## src/rtl/dcache_req_ctrl.sv

```systemverilog
`default_nettype none
// ============================================================================
// Module   : dcache_req_ctrl
// Brief    : Issues one load/store/AMO at a time onto the data-cache port, with
//            NACK backoff, tag filtering, kill and exception capture.
//            Optional WAIT watchdog: define DCACHE_TIMEOUT_EN.
// Revision : 1.0
// ============================================================================
module dcache_req_ctrl #(
  parameter int NACK_BACKOFF   = 4,
  parameter int TIMEOUT_CYCLES = 1024
) (
  input  logic        clk_i,
  input  logic        rstn_i,
  input  logic        req_valid_i,
  input  logic [1:0]  req_mem_op_i,
  input  logic [4:0]  req_cmd_i,
  input  logic [39:0] req_addr_i,
  input  logic [3:0]  req_op_type_i,
  input  logic [63:0] req_data_i,
  input  logic [4:0]  req_rd_i,
  input  logic        kill_i,
  input  logic        dmem_req_ready_i,
  input  logic        dmem_resp_valid_i,
  input  logic        dmem_resp_replay_i,
  input  logic        dmem_resp_nack_i,
  input  logic [7:0]  dmem_resp_tag_i,
  input  logic [63:0] dmem_resp_data_i,
  input  logic [3:0]  dmem_xcpt_i,
  output logic        dmem_req_valid_o,
  output logic [4:0]  dmem_req_cmd_o,
  output logic [39:0] dmem_req_addr_o,
  output logic [3:0]  dmem_op_type_o,
  output logic [63:0] dmem_req_data_o,
  output logic [7:0]  dmem_req_tag_o,
  output logic        dmem_req_invalidate_lr_o,
  output logic        dmem_req_kill_o,
  output logic        dmem_lock_o,
  output logic        stall_o,
  output logic        done_o,
  output logic [63:0] done_data_o,
  output logic [4:0]  done_rd_o,
  output logic        xcpt_valid_o,
  output logic [3:0]  xcpt_code_o
);

  typedef enum logic [1:0] {
    S_IDLE    = 2'd0,
    S_REQ     = 2'd1,
    S_WAIT    = 2'd2,
    S_BACKOFF = 2'd3
  } state_t;

  localparam logic [1:0]  c_OP_STORE = 2'd1;
  localparam logic [1:0]  c_OP_AMO   = 2'd2;
  localparam int unsigned c_BO_W     = (NACK_BACKOFF > 1) ? $clog2(NACK_BACKOFF) : 1;
  localparam logic [c_BO_W-1:0] c_BO_LOAD = (NACK_BACKOFF > 0) ? c_BO_W'(NACK_BACKOFF - 1) : '0;

  state_t             r_state, w_next_state;
  logic [2:0]         r_seq, r_tag_seq;
  logic [1:0]         r_mem_op;
  logic [4:0]         r_cmd, r_rd;
  logic [39:0]        r_addr;
  logic [3:0]         r_op_type;
  logic [63:0]        r_data;
  logic [c_BO_W-1:0]  r_bo_cnt;
  logic               r_done, r_xcpt_valid;
  logic [63:0]        r_done_data;
  logic [4:0]         r_done_rd;
  logic [3:0]         r_xcpt_code;

  logic               w_capture, w_is_amo, w_match, w_timeout;
  logic               w_kill_pulse, w_fin, w_fin_xcpt;
  logic [3:0]         w_fin_code;
  logic [63:0]        w_fin_data;

  // The instruction still presented during the done_o cycle is the one just retired.
  assign w_capture = (r_state == S_IDLE) & req_valid_i & ~r_done & ~kill_i;
  assign w_is_amo  = (r_mem_op == c_OP_AMO);
  assign w_match   = (dmem_resp_valid_i | dmem_resp_replay_i) &
                     (dmem_resp_tag_i == {r_tag_seq, r_rd});

`ifdef DCACHE_TIMEOUT_EN
  localparam int unsigned c_TO_W = (TIMEOUT_CYCLES > 1) ? $clog2(TIMEOUT_CYCLES) : 1;
  localparam logic [c_TO_W-1:0] c_TO_LAST = c_TO_W'(TIMEOUT_CYCLES - 1);
  logic [c_TO_W-1:0] r_to_cnt;

  always_ff @(posedge clk_i or negedge rstn_i) begin
    if (!rstn_i) begin
      r_to_cnt <= '0;
    end else if (r_state == S_WAIT) begin
      r_to_cnt <= r_to_cnt + c_TO_W'(1);
    end else begin
      r_to_cnt <= '0;
    end
  end

  assign w_timeout = (r_state == S_WAIT) & (r_to_cnt == c_TO_LAST);
`else
  logic w_unused_timeout;
  assign w_unused_timeout = (TIMEOUT_CYCLES > 0);
  assign w_timeout        = 1'b0;
`endif

  always_ff @(posedge clk_i or negedge rstn_i) begin
    if (!rstn_i) begin
      r_state <= S_IDLE;
    end else begin
      r_state <= w_next_state;
    end
  end

  always_comb begin
    w_next_state = r_state;
    w_kill_pulse = 1'b0;
    w_fin        = 1'b0;
    w_fin_xcpt   = 1'b0;
    w_fin_code   = 4'd0;
    w_fin_data   = 64'd0;
    case (r_state)
      S_IDLE: begin
        if (w_capture) w_next_state = S_REQ;
      end
      S_REQ: begin
        if (kill_i)                w_next_state = S_IDLE;
        else if (dmem_req_ready_i) w_next_state = S_WAIT;
      end
      S_WAIT: begin
        if (kill_i) begin
          w_kill_pulse = 1'b1;
          w_next_state = S_IDLE;
        end else if (|dmem_xcpt_i) begin
          w_fin        = 1'b1;
          w_fin_xcpt   = 1'b1;
          w_fin_code   = dmem_xcpt_i;
          w_next_state = S_IDLE;
        end else if (w_timeout) begin
          w_kill_pulse = 1'b1;
          w_fin        = 1'b1;
          w_fin_xcpt   = 1'b1;
          w_fin_code   = 4'b1111;
          w_next_state = S_IDLE;
        end else if (dmem_resp_nack_i) begin
          w_next_state = (NACK_BACKOFF == 0) ? S_REQ : S_BACKOFF;
        end else if (w_match) begin
          w_fin        = 1'b1;
          w_fin_data   = (r_mem_op == c_OP_STORE) ? 64'd0 : dmem_resp_data_i;
          w_next_state = S_IDLE;
        end
      end
      S_BACKOFF: begin
        if (kill_i) begin
          w_kill_pulse = 1'b1;
          w_next_state = S_IDLE;
        end else if (r_bo_cnt == '0) begin
          w_next_state = S_REQ;
        end
      end
      default: w_next_state = S_IDLE;
    endcase
  end

  always_ff @(posedge clk_i or negedge rstn_i) begin
    if (!rstn_i) begin
      r_seq        <= 3'd0;
      r_tag_seq    <= 3'd0;
      r_mem_op     <= 2'd0;
      r_cmd        <= 5'd0;
      r_rd         <= 5'd0;
      r_addr       <= 40'd0;
      r_op_type    <= 4'd0;
      r_data       <= 64'd0;
      r_bo_cnt     <= '0;
      r_done       <= 1'b0;
      r_xcpt_valid <= 1'b0;
      r_done_data  <= 64'd0;
      r_done_rd    <= 5'd0;
      r_xcpt_code  <= 4'd0;
    end else begin
      r_done       <= w_fin;
      r_xcpt_valid <= w_fin_xcpt;
      if (w_fin) begin
        r_done_data <= w_fin_data;
        r_done_rd   <= r_rd;
        r_xcpt_code <= w_fin_code;
      end
      // Each capture gets a fresh seq so late responses to killed requests miss.
      if (w_capture) begin
        r_mem_op  <= req_mem_op_i;
        r_cmd     <= req_cmd_i;
        r_rd      <= req_rd_i;
        r_addr    <= req_addr_i;
        r_op_type <= req_op_type_i;
        r_data    <= req_data_i;
        r_tag_seq <= r_seq;
        r_seq     <= r_seq + 3'd1;
      end
      if (r_state == S_WAIT) begin
        r_bo_cnt <= c_BO_LOAD;
      end else if ((r_state == S_BACKOFF) && (r_bo_cnt != '0)) begin
        r_bo_cnt <= r_bo_cnt - c_BO_W'(1);
      end
    end
  end

  assign dmem_req_valid_o         = (r_state == S_REQ);
  assign dmem_req_cmd_o           = r_cmd;
  assign dmem_req_addr_o          = r_addr;
  assign dmem_op_type_o           = r_op_type;
  assign dmem_req_data_o          = r_data;
  assign dmem_req_tag_o           = {r_tag_seq, r_rd};
  assign dmem_req_kill_o          = w_kill_pulse;
  assign dmem_req_invalidate_lr_o = w_kill_pulse & w_is_amo;
  assign dmem_lock_o              = (r_state != S_IDLE) & w_is_amo;
  assign stall_o                  = (r_state != S_IDLE) | (req_valid_i & ~r_done);
  assign done_o                   = r_done;
  assign done_data_o              = r_done_data;
  assign done_rd_o                = r_done_rd;
  assign xcpt_valid_o             = r_xcpt_valid;
  assign xcpt_code_o              = r_xcpt_code;

endmodule
`default_nettype wire
```

## config.mk

```make
export PLATFORM = sky130hd
export DESIGN_NAME = dcache_req_ctrl
export DESIGN_NICKNAME = d
export VERILOG_FILES = /design/src/rtl/dcache_req_ctrl.sv
export SDC_FILE = /design/constraint.sdc
export NUM_CORES = 1
export LEC_CHECK = 0
export ABC_AREA = 1
export CORE_AREA = 2 2 157 159
export CTS_BUF_LIST = sky130_fd_sc_hd__clkbuf_2
export CTS_CLUSTER_SIZE = 8
export DETAILED_ROUTE_END_ITERATION = 10
export DIE_AREA = 0 0 159 161
export PLACE_DENSITY = 0.71
export SKIP_LAST_GASP = 1
export SYNTH_ARGS = -nofsm -noshare
export SYNTH_HDL_FRONTEND = slang
export SYNTH_SLANG_ARGS = --single-unit
```

## constraint.sdc

```tcl
create_clock -name clk_i -period 3.2 [get_ports clk_i]
set_input_delay 0.64 -clock clk_i [delete_from_list [all_inputs] [get_ports clk_i]]
set_output_delay 0.64 -clock clk_i [all_outputs]
set_load 0.01 [all_outputs]
```

; ---- Word level (Yosys, flattened, before mapping)
; Cells that the tools add are included.
; Widths: inputs -> output; s select.
[word_totals]
register_bits = 205
output_inout_bits = 201
inputBits = 204
mem_count = 0
ram_bits = 0
latchBits = 0
romBits = 0
[classes]
order_cmp = 0
n_addsub = 2
div_mod_pow = 0
muxes = 31
n_mul = 0
eq_ne = 10
shift = 0
n_bitwise = 11
n_reduce_logical = 9
[ops]
columns = cell, count
row1 = $mux 64, 6
row2 = $mux 2, 11
row3 = $mux 4, 3
row4 = $mux 1, 10
row5 = $eq 8x8->1, 1
row6 = $pmux 2 s4, 1
row7 = $and 1x1->1, 7
row8 = $eq 2x2->1 const B, 3
row9 = $ne 3x3->1 const B, 2
row10 = $reduce_bool 2->1, 3
row11 = $ne 5x5->1 const B, 1
row12 = $eq 2x1->1 const B, 2
row13 = $logic_not 2->1, 2
row14 = $reduce_and 4->1, 1
row15 = $reduce_or 4->1, 1
row16 = $add 3x1->3 const B, 1
row17 = $ne 2x2->1 const B, 1
row18 = $not 1->1, 2
row19 = $or 1x1->1, 2
row20 = $reduce_or 2->1, 1
row21 = $sub 2x1->2 const B, 1
row22 = $logic_and 1x1->1, 1

; ---- Longest topological paths before layout
; Gate-level depths: netlist of the first run.
[depth]
depth_word = 7
ltp_mapped = 13

; ---- Worst setup path after synthesis of the first run
; Ideal clock, no wire load.
[synth_path]
path_kind = input-to-reg
from = in dmem_resp_replay_i
to = reg r_done_data[10], in the netlist done_data_o[10]
setup_time_ns = 0.130
path_buffers = 1
required_ns = 3.070
arrival_time_ns = 1.640
stages = 8
setup_slack_ns = 1.429
path_cell_list = or2_2 nand3_1 nor2_1 nand2_1 nand2_1 nand2_2 clkbuf_1 o21ai_1
[synth_via]
elab_chain_cells = 7
[synth_rtl]
columns = item, line_no
row1 = start: declaration, 25  ; input logic dmem_resp_replay_i,
row2 = $or 1x1->1 *, 80  ; assign w_match = (dmem_resp_valid_i | dmem_resp_replay_i) &
row3 = $and 1x1->1 *, 80
row4 = $mux 64 or $mux 1 (tied branches), 145  ; end else if (w_match) begin
row5 = $mux 64 or $mux 1 (tied branches), 143  ; end else if (dmem_resp_nack_i) begin
row6 = $mux 64 or $mux 1 (tied branches), 132  ; end else if (|dmem_xcpt_i) begin
row7 = $mux 64 or $mux 1 (tied branches), 129  ; if (kill_i) begin
row8 = $mux 64 or $mux 1 (tied branches), 120  ; case (r_state)
row9 = end signal: assignment, 183  ; r_done_data <= w_fin_data;
row10 = end: declaration, 68  ; logic [63:0] r_done_data;
; Every way passes the cells marked *; elsewhere a longest branch is shown, timed or not.
; A chain may end at the register's enable or synchronous reset.

; ---- Worst setup path in the final report of the first run
[layout_path]
from = reg r_state[1]
to = out stall_o
[layout_via]
elab_chain_cells = 2
[layout_rtl]
columns = item, line_no
row1 = start: declaration, 59  ; state_t r_state, w_next_state;
row2 = start signal: assignment, 109  ; r_state <= w_next_state;
row3 = $reduce_bool 2->1, 215  ; assign stall_o = (r_state != S_IDLE) | (req_valid_i & ~r_done);
row4 = $or 1x1->1, 215
row5 = end: declaration, 39  ; output logic stall_o,
; No other way between the ends.

==> flow_metrics.tcl, run 1 <==
set metrics [dict create \
    synth.most_common_cell "nand2_1" \
    ys_seq_area_frac 0.614 \
    worstSkewPairLatency_ps 790 \
    syn_area_per_cell_um2 8.88 \
    post-route-drc-count 0 \
    placed_cell_area_um2 12800 \
    viasPerCell 4.68 \
    path_class "register to output pin" \
    r2r_setup_slack_ps 1190 \
    hold_class "input pin to register" \
    synthTopCellsByArea "dfrtp_1, nand2_1, nand4_1" \
    powerDensity_nw_per_um2 724 \
    peakVddDrop_mv 0.532 \
    gp_congestion 0.840 \
    setup_tns_ps 0 \
    synth_common_cells "nand2_1, dfrtp_1, nand4_1" \
    via_count 8019 \
    cp.arrival_ps 2200 \
    die_area_um2 25600 \
    layout.nets 1563 \
    cts_buffers 53 \
    grt_pass1_wl_um 44100 \
    clk_pin_slew_worst_paths_ps 120 \
    postCtsSetupBuffers 0 \
    yosys.area.top_type "dfrtp_1" \
    die_height_um 161 \
    first_pass_iters 7 \
    final_layout_size_suffix_gt1_frac 0.0800 \
    start_kind "register" \
    p_leak_nw 6.09 \
    timing.rr.start "r_rd[3]" \
    synth_area_um2 8350 \
    io_buffer_count 404 \
    yosysWarningCount 0 \
    numClockSinks 205 \
    slew_headroom 0.423 \
    wl_per_cell_um 16.2 \
    period_share 0.887 \
    ios 405 \
    gr-total-overflow 0 \
    synth_flop_cell "dfrtp_1" \
    stdcell_area_um2 13200 \
    antenna_found_initial 1 \
    syn_inst 941 \
    design.core.area_um2 24000 \
    rows 57 \
    async_flop_share 1.00 \
    period_needed_ps 2840 \
    endpoint_kind "output pin" \
    finClkSkew_ps 36.5 \
    synth_top_cell_area_share 0.614 \
    grt_pass1_vias 8203 \
    areaGrowthSynthToFinish_pct 58.1 \
    finalSetupViolCount 0 \
    synth_edf_count 0 \
    die_w_um 159 \
    hold_path_end "dmem_req_addr_o[1]" \
    r2r_end "done_data_o[54]" \
    tightest_slew_ps 866 \
    clock_path_buffers 3 \
    maxCapViolCount 0 \
    cts-root-buf "clkbuf_2" \
    syn_nets 1147 \
    slew_violations 0 \
    ys_ff_latch 205 \
    required_ps 2560 \
    drt-initial-drc-count 517 \
    max_freq_mhz 352 \
    hold_depth 3 \
    crit_fanout 6 \
    ys_types 23 \
    wirelength_um 27800 \
    track_usage 0.214 \
    min_from "req_addr_i[1]" \
    h-tree-depth 2 \
    start_util 0.349 \
    dp_hpwl_um 19400 \
    hold_viol 0 \
    ant_nets 0 \
    grt_max_degree 84 \
    cts_tree "done" \
    reg2regPathDepth 9 \
    outcome "finished, final reports clean" \
    rsz0062_at_grt "false" \
]
[cell usage in the layout, fill, tap and decap left out, types with 3 or more instances in the layout]
cell type	synthesis	routed
o21ai_0	16	16
o21ai_1	63	63
clkbuf_2	0	78
xnor2_1	7	7
dfrtp_1	205	205
buf_4	0	8
or2_2	3	3
nor3_1	4	4
buf_12	0	10
nand2_1	463	463
clkinv_1	0	6
clkdlybuf4s50_1	0	403
nand4_1	65	65
nand3_1	8	7
inv_1	26	25
nor2_1	9	6
[repair_timing]
action	4_1_cts	5_1_grt
endpoints found under the setup margin	0	1
hold buffers	1	0
resized for setup	0	1
endpoints found under the hold margin	71	0
[critical path: stages, from the launching register on]
cell             delay (ps)
dfrtp_1                 470
nor2_2                  280
o21ai_0                 150
clkdlybuf4s50_1         520
[worst max path at each step]
stage,start,to,slack [ps],cells after the start
floorplan,dmem_resp_replay_i,done_data_o[10],1430,8
global placement,kill_i,dmem_req_invalidate_lr_o,580,4
detailed placement,kill_i,dmem_req_invalidate_lr_o,570,4
CTS,r_state[1],stall_o,120,3
global route,r_state[1],stall_o,140,3
finish,r_state[1],stall_o,360,3
[layout make-up]
type	instances	area, um2
Fill cell	2180	10800
Sequential cell	205	5130
Timing Repair Buffer	423	4320
Multi-Input combinational cell	647	2830
Tap cell	324	405
Clock buffer	78	390
Inverter	27	104
Clock inverter	7	26.3
Antenna cell	1	2.50
[logic make-up (layout without fill, tap and decap cells)]
group	count (synthesis)	count (layout)	synth area share
xor gates and xnor gates	7	7	0.00734
other	0	1	0
DFF	205	205	0.614
buffers and inverters	89	535	0.0514
and+or+nand+nor	557	557	0.276
AOI/OAI and AO/OA	81	81	0.0485
adders and majority gates	2	2	0.00300
[metrics by stage]
| step | hold WS (ps) | setup WS (ps) | std cells | total power [mW] | utilization |
|---|---|---|---|---|---|
| after floorplan | 344 | 1430 | 941 | 5.45 | - |
| after global placement | 462 | 575 | 1625 | 7.88 | 0.533 |
| after detailed placement | 464 | 574 | 1625 | 7.93 | 0.533 |
| after CTS | 261 | 115 | 1711 | 9.70 | 0.551 |
| after global routing | 260 | 143 | 1712 | 10.2 | 0.551 |
| final | 366 | 361 | 1712 | 9.56 | 0.551 |
[where the power goes]
part	switching [mW]	total, mW	internal (mW)
clock	1.05	1.68	0.633
combinational	1.87	3.93	2.06
sequential	0.533	3.94	3.41
[flip-flops by register name, summed over array words and instances (netlist names), 3 cells and up]
| signal | cells |
|---|---|
| dmem_req_data_o | 64 |
| done_data_o | 64 |
| dmem_req_addr_o | 40 |
| dmem_req_cmd_o | 5 |
| done_rd_o | 5 |
| r_rd | 5 |
| dmem_op_type_o | 4 |
| xcpt_code_o | 4 |
| r_seq | 3 |
| r_tag_seq | 3 |
[metal layers]
layer	GRT usage	vias up	wire length, um
met4	0.0798	0	854
met2	0.349	382	13000
met1	0.259	3719	11200
met5	0	-	0
met3	0.0819	59	2690
li1	-	3859	-
No activity file was read; power rests on OpenSTA's default activity.
==> inputs of run 2 (changes only) <==
--- a/config.mk
+++ b/config.mk
@@ -8,6 +8,7 @@
 export ABC_AREA = 1
 export CORE_AREA = 2 2 157 159
 export CTS_BUF_LIST = sky130_fd_sc_hd__clkbuf_2
+export CTS_CLUSTER_DIAMETER = 120
 export CTS_CLUSTER_SIZE = 8
 export DETAILED_ROUTE_END_ITERATION = 10
 export DIE_AREA = 0 0 159 161
==> run 2 against run 1 <==
  * Critical path depth unchanged
  * Sequential power is essentially flat
  * Hold slack worse by 32 ps
  * Worst setup slack got worse by 42 ps
  * Largest cell class unchanged
  * Sequential share of layout area is 0.80 points higher
  * Critical endpoint unchanged
  * Non-clock buffer count stayed put
  * Wire length fell by 1.1%
  * Global-route usage shrank 0.40 points
  * Die area unchanged
  * Total power decreased by 6.2%
==> flow_metrics.tcl, run 2 (synthesis results as in run 1) <==
set metrics [dict create \
    grt_pass1_vias 8013 \
    period_share 0.900 \
    r2r_setup_slack_ps 1200 \
    cts_tree "done" \
    worst_slack_ps 320 \
    slew_headroom 0.437 \
    post-route-drc-count 0 \
    period_needed_ps 2880 \
    clock_path_buffers 3 \
    num-fill-cells 2207 \
    p_leak_nw 5.88 \
    outcome "finished, final reports clean" \
    maxCapViolCount 0 \
    worstSkewPairLatency_ps 810 \
    critical_path.max_stage_delay_ps 520 \
    design.core.area_um2 24000 \
    seqCellArea_um2 5130 \
    ant_nets 0 \
    antenna_found_initial 1 \
    cpMaxStageDelayCell "clkdlybuf4s50_1" \
    gr-total-overflow 0 \
    final_core_util 0.540 \
    timing.rr.start "r_rd[3]" \
    io_buffer_count 404 \
    die_height_um 161 \
    dp_hpwl_um 19400 \
    hold_depth 3 \
    track_usage 0.210 \
    wl_per_cell_um 16.6 \
    multi_input_area_um2 2830 \
    path_class "register to output pin" \
    setup_tns_ps 0 \
    via_count 7822 \
    areaGrowthSynthToFinish_pct 54.9 \
    mostFrequentLayoutCell "nand2_1" \
    powerDensity_nw_per_um2 693 \
    cp-startpoint "r_state[1]" \
    min_from "req_addr_i[2]" \
    max_freq_mhz 347 \
    endpoint_kind "output pin" \
    cts_buffers 29 \
    grt_max_degree 84 \
    grt_pass1_wl_um 43400 \
    wirelength_um 27500 \
    gp_congestion 0.840 \
    r2r_end "done_data_o[54]" \
    clk_pin_slew_worst_paths_ps 160 \
    layout.nets 1539 \
    required_ps 2560 \
    drt-initial-drc-count 524 \
    numClockSinks 205 \
    layout_common_cells "nand2_1, clkdlybuf4s50_1, dfrtp_1, nand4_1, o21ai_1" \
    start_util 0.349 \
    start_kind "register" \
    pre_cts_ws_ps 574 \
    rsz0062_at_grt "false" \
    cts-root-buf "clkbuf_2" \
    rows 57 \
    finClkSkew_ps 28.5 \
    die_area_um2 25600 \
    reg2regPathDepth 9 \
    hold_viol 0 \
    slew_violations 0 \
    finalPower_mw 8.97 \
    hold_class "input pin to register" \
    first_pass_iters 5 \
    final_layout_size_suffix_gt1_frac 0.0465 \
    crit_chain "nor2_2 > o21ai_0 > clkdlybuf4s50_1" \
    h-tree-depth 1 \
    viasPerCell 4.72 \
    cp.arrival_ps 2240 \
    peakVddDrop_mv 0.464 \
    crit_fanout 6 \
    finalSetupViolCount 0 \
    hold_path_end "dmem_req_addr_o[2]" \
    tightest_slew_ps 844 \
    ios 405 \
    die_w_um 159 \
]
==> run 2: changes by cell type in the layout (fill, tap and decap cells not counted), sizes merged <==
cell,change
clkbuf,-49
clkinv,-5
inv,-1
==> run 2: repair_timing <==
action,in CTS,in global routing
hold buffers,1,0
resized for setup,0,1
setup endpoints to repair,0,1
hold endpoints to repair,71,0
buffers inserted,0,0
==> run 2: where the power goes <==
group	switching, mW	internal, mW	total, mW
Sequential	0.534	3.40	3.94
Combinational	1.86	2.06	3.92
Clock	0.865	0.239	1.10
Total	3.26	5.70	8.97
==> run 2: worst max-delay path by stage <==
stage	end	slack (ps)	cells past startpoint
final	stall_o	320	3
after global routing	stall_o	100	3
after CTS	stall_o	60	3
after detailed placement	dmem_req_invalidate_lr_o	570	4
after global placement	dmem_req_invalidate_lr_o	580	4
after floorplan	done_data_o[10]	1430	8
==> run 2: worst max-delay path: cells and delay by family (launching register included) <==
family	cells	cell delay [ps]
buffers and inverters	1	520
DFF	1	490
and+or+nand+nor	1	280
AOI/OAI and AO/OA	1	150
==> run 2: cell type report <==
class                      instances  area share
clock buffer                      29      0.0112
clock inverter                     1    0.000387
tap                              324      0.0313
sequential                       205       0.396
inverter                          27     0.00803
timing repair buffer             423       0.334
multi-input combinational        647       0.219
antenna                            1    0.000193
==> run 2: metal layers <==
metal  vias to the layer above  global-route usage  routed length [um]
met2                       337               0.343               12700
li1                       3772                   -                   -
met4                         0              0.0769                 977
met3                        66              0.0729                2640
met1                      3647               0.259               11100
met5                         -                   0                   0
==> run 2: stage by stage <==
stage / cells / hold WS [ps] / area [um2]
2_1_floorplan: 941 / 344 / 8350
3_3_place_gp: 1625 / 462 / 12800
3_5_place_dp: 1625 / 464 / 12800
4_1_cts: 1656 / 220 / 12900
5_1_grt: 1657 / 204 / 12900
6_report: 1657 / 335 / 12900
